==> src/rtl/video_pattern_generator.sv <==
// video_pattern_generator: derives pixel/line coordinates from timing strobes and drives
// one of four 24-bit test patterns, with strobes delayed 2 cycles to stay aligned with the pixels.
module video_pattern_generator #(
  parameter int ACTIVE_H_PIXELS = 1280,
  parameter int ACTIVE_LINES = 720,
  parameter int MOVE_STEP = 4,
  parameter int BAR_WIDTH = 16
) (
  input  logic        clk_i,
  input  logic        rst_n_i,
  input  logic        vs_i,
  input  logic        hs_i,
  input  logic        ad_i,
  input  logic [1:0]  pattern_sel_i,
  output logic        vs_o,
  output logic        hs_o,
  output logic        ad_o,
  output logic [23:0] rgb_o,
  output logic [15:0] frame_cnt_o
);
  localparam int XW = $clog2(ACTIVE_H_PIXELS);
  localparam int YW = $clog2(ACTIVE_LINES);
  localparam int BW = $clog2(ACTIVE_H_PIXELS / 8);
  localparam logic [XW-1:0] X_MAX = XW'(ACTIVE_H_PIXELS - 1);
  localparam logic [YW-1:0] Y_MAX = YW'(ACTIVE_LINES - 1);
  localparam logic [BW-1:0] BP_MAX = BW'(ACTIVE_H_PIXELS / 8 - 1);
  localparam logic [XW:0] STEP = (XW+1)'(MOVE_STEP);
  localparam logic [XW:0] BAR = (XW+1)'(BAR_WIDTH);
  localparam logic [XW:0] H_PIX = (XW+1)'(ACTIVE_H_PIXELS);
  logic          vs_q, ad_q, vs_rise, ad_fall;
  logic [XW-1:0] x, off, s1_x, s1_off;
  logic [YW-1:0] y;
  logic [BW-1:0] bar_px;
  logic [2:0]    bar_idx, s1_idx;
  logic [1:0]    pat, s1_pat;
  logic          s1_vs, s1_hs, s1_ad, s1_y5;
  logic [XW:0]   off_nxt;
  logic [23:0]   bar_col, chk_col, ramp_col, scr_col, pix;
  assign vs_rise = vs_i & ~vs_q;
  assign ad_fall = ~ad_i & ad_q;
  assign off_nxt = {1'b0, off} + STEP;
  always_ff @(posedge clk_i or negedge rst_n_i) begin
    if (!rst_n_i) begin
      vs_q <= 1'b0;
      ad_q <= 1'b0;
      x <= '0;
      y <= '0;
      bar_px <= '0;
      bar_idx <= '0;
      pat <= '0;
      off <= '0;
      frame_cnt_o <= '0;
    end else begin
      vs_q <= vs_i;
      ad_q <= ad_i;
      if (ad_fall) x <= '0;
      else if (ad_i && x != X_MAX) x <= x + XW'(1);
      if (vs_rise) y <= '0;
      else if (ad_fall && y != Y_MAX) y <= y + YW'(1);
      // bar index tracked incrementally so no divide by line/8 is needed
      if (ad_fall) begin
        bar_px <= '0;
        bar_idx <= '0;
      end else if (ad_i) begin
        bar_px <= (bar_px == BP_MAX) ? '0 : bar_px + BW'(1);
        if (bar_px == BP_MAX && bar_idx != 3'd7) bar_idx <= bar_idx + 3'd1;
      end
      if (vs_rise) begin
        pat <= pattern_sel_i;
        off <= (off_nxt >= H_PIX) ? '0 : off_nxt[XW-1:0];
        frame_cnt_o <= frame_cnt_o + 16'd1;
      end
    end
  end
  always_ff @(posedge clk_i or negedge rst_n_i) begin
    if (!rst_n_i) begin
      {s1_vs, s1_hs, s1_ad, s1_y5} <= '0;
      s1_x <= '0;
      s1_off <= '0;
      s1_idx <= '0;
      s1_pat <= '0;
      {vs_o, hs_o, ad_o} <= '0;
      rgb_o <= '0;
    end else begin
      {s1_vs, s1_hs, s1_ad, s1_y5} <= {vs_i, hs_i, ad_i, y[5]};
      s1_x <= x;
      s1_off <= off;
      s1_idx <= bar_idx;
      s1_pat <= pat;
      {vs_o, hs_o, ad_o} <= {s1_vs, s1_hs, s1_ad};
      rgb_o <= s1_ad ? pix : '0;
    end
  end
  assign bar_col = {{8{~s1_idx[1]}}, {8{~s1_idx[2]}}, {8{~s1_idx[0]}}};
  assign chk_col = {24{s1_x[5] ^ s1_y5}};
  assign ramp_col = {3{s1_x[7:0]}};
  assign scr_col = {24{(s1_x >= s1_off) && ({1'b0, s1_x} < {1'b0, s1_off} + BAR)}};
  assign pix = (s1_pat == 2'd0) ? bar_col :
               (s1_pat == 2'd1) ? chk_col :
               (s1_pat == 2'd2) ? ramp_col : scr_col;
endmodule

==> config.mk <==
export PLATFORM = sky130hd
export DESIGN_NAME = video_pattern_generator
export DESIGN_NICKNAME = d
export VERILOG_FILES = /design/src/rtl/video_pattern_generator.sv
export SDC_FILE = /design/constraint.sdc
export NUM_CORES = 1
export LEC_CHECK = 0
export CAP_MARGIN = 5
export CORE_ASPECT_RATIO = 0.75
export CORE_MARGIN = 5
export CORE_UTILIZATION = 61
export CTS_CLUSTER_DIAMETER = 200
export DETAILED_ROUTE_END_ITERATION = 8
export PLACE_DENSITY = 0.88
export SLEW_MARGIN = 40
export SYNTH_ARGS = -nofsm -noshare
export SYNTH_HDL_FRONTEND = slang
export SYNTH_SLANG_ARGS = --single-unit
export TNS_END_PERCENT = 30
==> constraint.sdc <==
create_clock -name clk_i -period 5.8 [get_ports clk_i]
set_input_delay 1.74 -clock clk_i [delete_from_list [all_inputs] [get_ports clk_i]]
set_output_delay 1.74 -clock clk_i [all_outputs]
set_load 0.01 [all_outputs]
After elaboration in Yosys (flattened, before gate mapping). Cells that the tools add are included.

Magnitude comparators: 3. Equal/unequal tests: 6. Bitwise gates (word level): 8. Reduce and logical (&&, ||, !) cells: 10. Mux-type cells: 15. Add/subtract/negate cells: 7.

Operators by type and width (count): $mux W24 (4); $mux W11 (3); $mux W8 (3); $mux W10 (2); $add A16 B1 Y16 const B (1); $add A11 B3 Y12 const B (1); $add A11 B5 Y12 const B (1); $ge A12 B11 Y1 const B (1); $lt A11 B12 Y1 (1); $add A11 B1 Y11 const B (1); $ge A11 B11 Y1 (1); $ne A11 B11 Y1 const B (1); $add A10 B1 Y10 const B (1); $ne A10 B10 Y1 const B (1); $mux W3 (3); $add A8 B1 Y8 const B (1); $eq A8 B8 Y1 const B (1); $reduce_bool A2 Y1 (4); $not A1 Y1 (5); $logic_and A1 B1 Y1 (4); $add A3 B1 Y3 const B (1); $ne A3 B3 Y1 const B (1); $and A1 B1 Y1 (2); $eq A2 B1 Y1 const B (1); 4 further kinds (4).

Input port bits: 7. Output and inout port bits: 43. Register bits after elaboration: 119.

Longest topological paths before layout. Gate-level depths: netlist of run 1.

Depth in word-level cells: 7. Depth in mapped cells: 11. Depth with buffers taken out: 10.

Worst setup path after synthesis of run 1. No wires, ideal clock.

Path type: input-to-reg. From: input vs_i. To: register frame_cnt_o[15]. Data arrival time: 2.693 ns. Stages on the path: 6. Buffers on the path: 1. Setup slack: 2.983 ns. Path through: nor2b_1 -> and4_1 -> clkbuf_1 -> and4_1 -> nand4_1 -> xnor2_1.

Word-level cells in the longest chain between the ends: 1.

Ends and longest elaborated chain: start, declared (line 11) `input logic vs_i,`; $and A1 B1 Y1 (line 39) `assign vs_rise = vs_i & ~vs_q;`; end signal, assigned (line 71) `frame_cnt_o <= frame_cnt_o + 16'd1;`; end, declared (line 19) `output logic [15:0] frame_cnt_o`.

No other way between the ends. A chain may end at the register's enable or synchronous reset.

Final worst setup path of run 1. Same ends and word-level chain as after synthesis.

==> results.md, run 1 <==
- First-pass GRT wire length: between 15000 and 20000 um
- CP endpoint kind: flop
- HPWL Detailed: 7059 um
- I/O pins: 50
- Die area: around 11000 sq um
- Worst vdd ir: roughly 330 uV
- Endpoints failing setup: 0
- Hold_buf cts: 0
- Critical Path Max Stage Delay: about 510 ps
- Fin. max-slew vios: 0
- Synth cell types: roughly 60
- Leak: about 2.9 nW
- Syn nets: 497
- Rel. slew slack: between 50% and 60%
- Worst slew pin tran: 695.4 ps
- Initial antenna violation count: 0
- Met3 Use GR: 5.705%
- Area growth syn-to-layout: 22.70%
- Critical Path RT: roughly 6000 ps
- Critical Path Most Common Cell: and4_1
- Yosys warns: 0
- EDFF count, synth: 0
- DR pass1 iterations: 5
- Predominant post-synthesis flop cell: dfrtp_1
- Bufs and invs on worst path: 2
- CTS Root Cell: clkbuf_16
- Crit-path leading delay family: simple AND/OR/NAND/NOR gates
- Worst Setup Path Type: in -> reg
- CP max stage cell: clkdlybuf4s50_1
- Die W: between 100 and 150 um
- Final core utilization: between 70% and 80%
- H-Tree Depth: 4
- Outcome: finished, final reports clean
- # Max-Cap Violations: 0
- Commonest cells post-synth: dfrtp_1, nand2_1, nor2_1
- Fin Setup TNS: 0 ps
- Leading area contributor after synthesis: dfrtp_1
- Post-synthesis async set-or-reset flop share: between 90% and 100%
- Cell Area, Synth: about 5200 sq um
- Average cell area after synthesis: ~11 sq um
- Register bit count reported by yosys: approximately 120
- CP startpoint kind: input pin
- IO buf count: 49
- DR DRC count: 0
- Clock sink count: 115
- Pwr/cell area: 376.8 nW/um^2
- Sequential cell area: about 2900 sq um
- Final Hold Vio Count: 0
- Grt met1 use: between 30% and 40%
- Sequential-to-total area share from yosys stat: a little under three fifths
- CTS tree: yes
- Vias post-DR: roughly 3900
- Clock Pin Slew Worst Setup and Hold Paths: approximately 60 ps
- Worst-Skew Late Latency: between 400 and 500 ps
- Fmax achieved: 302.1 MHz
- Total grt overflow: 0
- Hold depth: 0
- HP Class: reg -> reg
- Worst path cell trace: clkdlybuf4s50_1 -> nor2b_1 -> buf_4 -> and4_1 -> and4_1 -> nand4_1 -> xnor2_1
- Synth Instances: between 400 and 500
- Levels on crit path: 7
- Met2 global-route usage: ~36%
- Most numerous cell in the Yosys netlist: dfrtp_1
- Postcts setup bufs: 0
- Worst-case reg-to-reg path depth: 11
- Arrival time of data at the critical path endpoint: approximately 3600 ps
- Initial DRC count: 330
- Starting Density: 62.14%
- Fill count: roughly 530
- CORE AREA: 8418 sq um
- Tcrit/Tclk final: 57.07%
- WL per Instance: between 15 and 20 um
- NumNets Final: 553
- CTS Buf Count: 17
- GR Util All Layers: around a quarter
- Final WL: 11520 um
- Ant diodes: 0
- Worst clock skew: 7.522 ps
- RePlAce Congestion: ~0.88
- RSZ-0062 raised after global routing: no
- DR vias/cell: 6.012
- Clk buf depth: 2
- Crit path max fanout: 20
- Number of global-route vias before repair: about 3900
- # rows: 29
- Yosys top cell area share: between 50% and 60%
- Layout cells sized above 1: approximately a tenth
- Die Ht: 90.20 um
- Area of the multi-input gates: between 2000 and 2500 sq um
- Largest net degree at the start of global routing: 66
- Post_cts resized: 0
- GRT busiest layer: met2
- Final worst path period need: about 3300 ps
- Top post-synthesis cells by area: dfrtp_1, ha_1, xnor2_1
- Final ANT Viol Nets: 0
state kept, by name (all words and copies together), names as in the netlist, 8 cells and up:
name,flops
bar_px,8
frame_cnt_o,16
off,9
rgb_o,24
s1_off,9
s1_x,11
x,11
y,10
cells in the final DEF, fill, tap and decap left out, types with 11 or more instances in the layout:
cell | Yosys | routed
nand3_1 | 17 | 17
clkdlybuf4s50_1 | 0 | 47
clkbuf_16 | 0 | 17
inv_1 | 11 | 11
a31o_1 | 24 | 24
xnor2_1 | 28 | 28
nand2_1 | 48 | 48
ha_1 | 24 | 24
dfrtp_1 | 115 | 115
o21ai_0 | 12 | 12
nor2_1 | 36 | 35
per-layer routing:
layer  vias up  wire length, um
met4         0              248
met3        25              520
met2       120             5711
met1      1930             5042
met5         -                0
li1       1791                -
worst paths after layout:
path,from,endpoint,slack [ps]
min,s1_hs,hs_o,360
max reg2reg,s1_off[7],rgb_o[19],3000
max,vs_i,frame_cnt_o[15],2490
min in group asynchronous,rst_n_i,bar_px[6],1300
max in group asynchronous,rst_n_i,s1_off[9],3460
min reg2reg,s1_hs,hs_o,360
worst reg2reg max path: cells and delay by family, from the launching register on:
kind | cells | cell delay [ps]
xor gates and xnor gates | 1 | 150
DFF | 1 | 360
AOI/OAI and AO/OA | 5 | 1260
and+or+nand+nor | 2 | 370
buffers and inverters | 2 | 300
adders and majority gates | 1 | 290
power breakdown:
part	internal [W]	switching, W	total [W]
logic	0.000183	0.000200	0.000383
registers	0.000897	0.0000948	0.000992
clock network	0.000644	0.000399	0.00104
total	0.00172	0.000694	0.00242
kinds of logic (layout without fill, tap and decap cells):
family,after synthesis,after routing,synth area share (%)
xor+xnor,37,37,6.195
flops,115,115,55.01
mux,3,3,0.5740
buf+inv,29,98,2.272
compound gates,93,93,13.78
fa+ha+maj,24,24,5.740
simple gates,165,165,16.43
metrics by stage:
step                worst slack (ps)  power (W)  hold WS [ps]  cell area, sq um  cells
floorplan                       2983   0.001197         331.2              5231    466
global placement                2012   0.001343         335.4              5807    610
detailed placement              1931   0.001368         340.3              5821    611
CTS                             2201   0.002435         356.3              6420    643
global route                    2386   0.002528         367.1              6419    643
finish                          2490   0.002418         355.9              6419    643
area by class of cell:
| type | instances | area share [%] |
|---|---|---|
| clock buffer | 17 | 6.628 |
| clock inverter | 15 | 2.710 |
| inverter | 13 | 0.7602 |
| multi-input combinational | 322 | 34.85 |
| sequential | 115 | 44.83 |
| tap | 108 | 2.105 |
| timing repair buffer | 53 | 8.109 |
Note: power is estimated with default switching activity, not from simulation.
==> run 2: changes to the inputs <==
--- a/config.mk
+++ b/config.mk
@@ -8,10 +8,10 @@
 export CAP_MARGIN = 5
 export CORE_ASPECT_RATIO = 0.75
 export CORE_MARGIN = 5
-export CORE_UTILIZATION = 61
+export CORE_UTILIZATION = 57
 export CTS_CLUSTER_DIAMETER = 200
 export DETAILED_ROUTE_END_ITERATION = 8
-export PLACE_DENSITY = 0.88
+export PLACE_DENSITY = 0.83
 export SLEW_MARGIN = 40
 export SYNTH_ARGS = -nofsm -noshare
 export SYNTH_HDL_FRONTEND = slang
==> constraint.sdc (replaced) <==
create_clock -name clk_i -period 3.3 [get_ports clk_i]
set_input_delay 0.99 -clock clk_i [delete_from_list [all_inputs] [get_ports clk_i]]
set_output_delay 0.99 -clock clk_i [all_outputs]
set_load 0.01 [all_outputs]
==> results.md, run 2 (same netlist as run 1, synthesis figures left out) <==
- Leak: just under 3 nW
- H-Tree Depth: 4
- Max reg flops: 24
- Critical Path RT: approximately 3600 ps
- Final Cell Area: around 6500 sq um
- Sw Share: a little over a quarter
- Worst vdd ir: 450.6 uV
- Initial antenna violation count: 0
- CP max stage cell: dfrtp_1
- Clock Power Share: between 40% and 50%
- Worst clock skew: 6.323 ps
- Final Hold Vio Count: 0
- Fin Hold WS: around 370 ps
- DR pass1 iterations: 5
- CP startpoint: s1_off[6]
- Seq pwr share: 39.6%
- Starting Density: between 50% and 60%
- Final worst path period need: around 2600 ps
- Die area: between 10000 and 15000 sq um
- Largest net degree at the start of global routing: 46
- Worst path cell trace: inv_2 -> nor3_2 -> nand3_1 -> xnor2_1 -> ha_1 -> a21o_1 -> a21oi_1 -> o311ai_1 -> a32oi_2 -> buf_4 -> a31o_1
- Worst-Skew Late Latency: 400 ps
- Initial DRC count: roughly 420
- RSZ-0062 raised after global routing: no
- Final ANT Viol Nets: 0
- DR vias/cell: about 5.9
- P_sw: 0.001165 W
- Die Ht: between 90 and 100 um
- Commonest non-fill, non-tap cell in the layout: dfrtp_1
- WL per Instance: about 18 um
- Post_cts resized: 0
- # Max-Cap Violations: 0
- Largest registers: rgb_o x24, frame_cnt_o x16
- HP Class: reg -> reg
- Fmax achieved: roughly 390 MHz
- CORE AREA: ~9000 sq um
- Ant diodes: 0
- RePlAce Congestion: 0.7924
- Worst R2R Start: s1_off[6]
- DR DRC count: 0
- Area growth syn-to-layout: 24.42%
- CP endpoint kind: flop
- Fin Setup TNS: 0 ps
- Combinational power share: 15.3%
- Die W: 120.6 um
- Critical Path Max Stage Delay: 430 ps
- Worst slew pin tran: between 600 and 700 ps
- CTS tree: yes
- Endpoints failing setup: 0
- Number of global-route vias before repair: 3987
- I/O pins: 50
- Outcome: finished, final reports clean
- Final WS setup: 746.8 ps
- Hold_buf cts: 0
- First-pass GRT wire length: 19850 um
- # rows: 30
- Arrival time of data at the critical path endpoint: between 2000 and 3000 ps
- GR Util All Layers: between 20 and 25%
- Placed cell areas: 5864 sq um
- HPWL Detailed: 7561 um
- Layout cells sized above 1: between 10% and 20%
- IO buf count: approximately 50
- CTS Root Cell: clkbuf_16
- Placement Setup Slack: 503.2 ps
- Hold wc startpoint: s1_hs
- CP startpoint kind: flop
- Pwr/cell area: 674.9 nW/um^2
- Bufs and invs on worst path: 2
- CTS Buf Count: 17
- Vias post-DR: between 3000 and 4000
- Crit-path leading delay family: compound AO/OA/AOI/OAI gates
- Final WL: ~12000 um
- Crit path max fanout: 24
- Postcts setup bufs: 0
- Biggest register: rgb_o
- Clk buf depth: 2
- Worst Setup Path Type: reg -> reg
- Tcrit/Tclk final: between 70 and 80%
- Clock Pin Slew Worst Setup and Hold Paths: approximately 50 ps
- P_int: about 0.0032 W
- Clock sink count: 115
- Rel. slew slack: around three fifths
- NumNets Final: roughly 560
- Fin. max-slew vios: 0
- Total grt overflow: 0
- Most frequent cells in the layout: dfrtp_1, nand2_1, clkdlybuf4s50_1, nor2_1, xnor2_1
## run 2: cell types whose count changed in the layout (fill, tap and decap cells not counted), moves of 2 or more
| cell | delta |
|---|---|
| buf_4 | +5 |
| bufinv_16 | +2 |
| clkinvlp_4 | +2 |
| buf_6 | -2 |
| clkbuf_8 | +3 |
| clkinv_4 | -4 |
| inv_6 | -4 |
| clkinv_2 | +2 |
## run 2: final cells by class
cell class                      count  area (sq um)
Clock buffer                       20         466.7
Inverter                           13         48.80
Multi-Input combinational cell    322          2237
Clock inverter                     12         177.7
Fill cell                         583          2500
Timing Repair Buffer               57         560.5
Sequential cell                   115          2878
Tap cell                          112         140.1
## run 2: metal layers
metal / vias up / track usage, % / share of wire [%]
met2: 93 / 36.59 / 51
met4: 0 / 7.264 / 0.92
li1: 1791 / - / -
met3: 12 / 4.090 / 4.3
met5: - / 0 / 0
met1: 1926 / 30.04 / 44
## run 2: path summary, 6_finish.rpt
kind                            slack [ps]              to  cells after the start
worst max-delay path                   750        rgb_o[3]                     11
worst min-delay path                   370            hs_o                      0
worst max register to register         750        rgb_o[3]                     11
worst min register to register         370            hs_o                      0
max in group asynchronous             1970  frame_cnt_o[6]                      2
min in group asynchronous              570            x[1]                      1
## run 2: power by group through the flow
| stage | Sequential (W) | Combinational [W] | Clock (W) |
|---|---|---|---|
| floorplan | 0.00175 | 0.000353 | 0 |
| global placement | 0.00175 | 0.000626 | 0 |
| detailed placement | 0.00175 | 0.000661 | 0 |
| CTS | 0.00174 | 0.000677 | 0.00200 |
| global route | 0.00176 | 0.000749 | 0.00207 |
| finish | 0.00174 | 0.000672 | 0.00198 |
## run 2: per-stage QoR
| stage | utilization, % | power (W) | cells |
|---|---|---|---|
| floorplan | - | 0.002103 | 466 |
| global placement | 65.07 | 0.002374 | 619 |
| detailed placement | 65.10 | 0.002415 | 619 |
| CTS | 72.25 | 0.004409 | 651 |
| global route | 72.25 | 0.004580 | 651 |
| finish | 72.25 | 0.004393 | 651 |
==> run 3: changes to the inputs <==
==> constraint.sdc (replaced) <==
create_clock -name clk_i -period 2.54 [get_ports clk_i]
set_input_delay 0.762 -clock clk_i [delete_from_list [all_inputs] [get_ports clk_i]]
set_output_delay 0.762 -clock clk_i [all_outputs]
set_load 0.01 [all_outputs]
==> results.md, run 3 (same netlist as run 1, synthesis figures left out) <==
- H-Tree Depth: 4
- Power consumption: 0.005545 W
- Tcrit/Tclk final: between 90% and 100%
- DR DRC count: 0
- Layout cells sized above 1: 11.60%
- P_int: a little over 0.004 W
- P_sw: 0.001491 W
- Critical Path Max Stage Delay: 400 ps
- DR pass1 iterations: 6
- Max reg flops: 24
- CORE AREA: between 9000 and 10000 sq um
- Clock Pin Slew Worst Setup and Hold Paths: about 50 ps
- Area growth syn-to-layout: 25.11%
- Worst clock skew: between 5 and 6 ps
- I/O pins: 50
- Fin. max-slew vios: 0
- CTS Buf Count: 17
- Worst-Skew Late Latency: a little over 400 ps
- Fin Setup TNS: 0 ps
- Critical Path RT: 2890 ps
- Die W: between 100 and 150 um
- CTS tree: yes
- # rows: 30
- HP Class: reg -> reg
- Combinational power share: between 10% and 20%
- Crit path max fanout: 12
- R2R Setup Slk: between 30 and 40 ps
- Clock Power Share: 42.6%
- Worst slew pin tran: about 670 ps
- WL per Instance: between 15 and 20 um
- Leak: approximately 3.0 nW
- HPWL Detailed: between 7000 and 8000 um
- Fill count: approximately 600
- Outcome: finished, final reports clean
- Hold wc startpoint: s1_hs
- Placement Setup Slack: 86.39 ps
- DR vias/cell: about 5.9
- Hold_buf cts: 0
- Worst vdd ir: about 560 uV
- Sw Share: about 27%
- Seq pwr share: between 40 and 50%
- Final WL: around 11000 um
- Initial antenna violation count: 0
- Die area: about 11000 sq um
- Rel. slew slack: roughly 55%
- Worst Setup Path Type: reg -> reg
- Arrival time of data at the critical path endpoint: between 2000 and 3000 ps
- Worst path cell trace: inv_2 -> nor3_4 -> nand3_2 -> xnor2_1 -> ha_1 -> a21o_1 -> a21oi_2 -> o311ai_2 -> a32oi_2 -> buf_4 -> buf_12 -> a31o_1
- RePlAce Congestion: between 0.8 and 0.9
- CP endpoint kind: flop
- Number of global-route vias before repair: roughly 4000
- Vias post-DR: slightly below 4000
- Worst-case reg-to-reg path depth: 12
- Ant diodes: 0
- CP startpoint kind: flop
- Total grt overflow: 0
- Largest registers: rgb_o x24, frame_cnt_o x16
- Largest net degree at the start of global routing: 52
- Worst setup path endpoint: rgb_o[17]
- Pwr/cell area: 847.2 nW/um^2
- First-pass GRT wire length: between 15000 and 20000 um
- Final Hold Vio Count: 0
- CP max stage cell: dfrtp_1
- Initial DRC count: about 370
- Die Ht: 92.97 um
- Final ANT Viol Nets: 0
- CTS Root Cell: clkbuf_16
- Most frequent cells in the layout: dfrtp_1, nand2_1, clkdlybuf4s50_1, nor2_1, xnor2_1
- CP startpoint: s1_off[6]
- Reg2reg end: rgb_o[17]
- Biggest register: rgb_o
- Endpoints failing setup: 0
- NumNets Final: 561
- GR Util All Layers: 22.30%
- Fmax achieved: roughly 400 MHz
- Commonest non-fill, non-tap cell in the layout: dfrtp_1
- Final WS setup: 31.49 ps
- Final core utilization: between 70% and 80%
- Worst R2R Start: s1_off[6]
- Clock sink count: around 120
- IO buf count: a little under 50
- # Max-Cap Violations: 0
- Starting Density: 58.07%
- Final worst path period need: roughly 2500 ps
- Clk buf depth: 2
- Fin Hold WS: around 350 ps
## run 3: cell types whose count changed in the layout (fill, tap and decap cells not counted), moves of 2 or more
cell,change
clkinv_2,+4
clkbuf_1,+3
buf_12,+2
clkbuf_8,-2
clkinvlp_4,-2
## run 3: layout make-up
cell class	instances	area [sq um]	area share, %
Clock buffer	21	450.4	6.882
Tap cell	112	140.1	2.141
Multi-Input combinational cell	322	2260	34.52
Clock inverter	11	135.1	2.065
Timing Repair Buffer	61	633.1	9.673
Sequential cell	115	2878	43.97
Inverter	13	48.80	0.7456
## run 3: worst min path at each step
stage / end / cells past startpoint / slack (ps)
6_report: hs_o / 0 / 350
4_1_cts: hs_o / 0 / 350
2_1_floorplan: hs_o / 0 / 330
3_3_place_gp: hs_o / 0 / 330
3_5_place_dp: hs_o / 0 / 340
5_1_grt: hs_o / 0 / 370
## run 3: metal layers
metal | part of all wire [%] | GRT usage [%] | routed length (um)
met1 | 43 | 28.27 | 4962
met4 | 1.6 | 8.113 | 180
met5 | 0 | 0 | 0
met2 | 50 | 35.70 | 5718
met3 | 5.4 | 7.692 | 620
## run 3: critical path, delay by kind of cell (launching register included)
family | cells | cell delay, ps
buf+inv | 3 | 400
compound gates | 5 | 880
flops | 1 | 400
xor+xnor | 1 | 140
simple gates | 2 | 310
fa+ha+maj | 1 | 300
## run 3: metrics by stage
step                instance area [sq um]  cells
floorplan                            5231    466
global placement                     5894    620
detailed placement                   5894    620
CTS                                  6480    652
global route                         6545    655
finish                               6545    655
## run 3: power groups by stage
stage / registers [W] / logic (W) / clock network (W)
final: 0.00226 / 0.000921 / 0.00236
after global placement: 0.00227 / 0.000827 / 0
after global routing: 0.00229 / 0.00102 / 0.00248
after CTS: 0.00226 / 0.000882 / 0.00239
after detailed placement: 0.00228 / 0.000862 / 0
after floorplan: 0.00227 / 0.000459 / 0
## run 3: timing repair
action / CTS / global route
endpoints found under the setup margin: 0 / 24
setup buffers: 0 / 2
resized for setup: 0 / 4
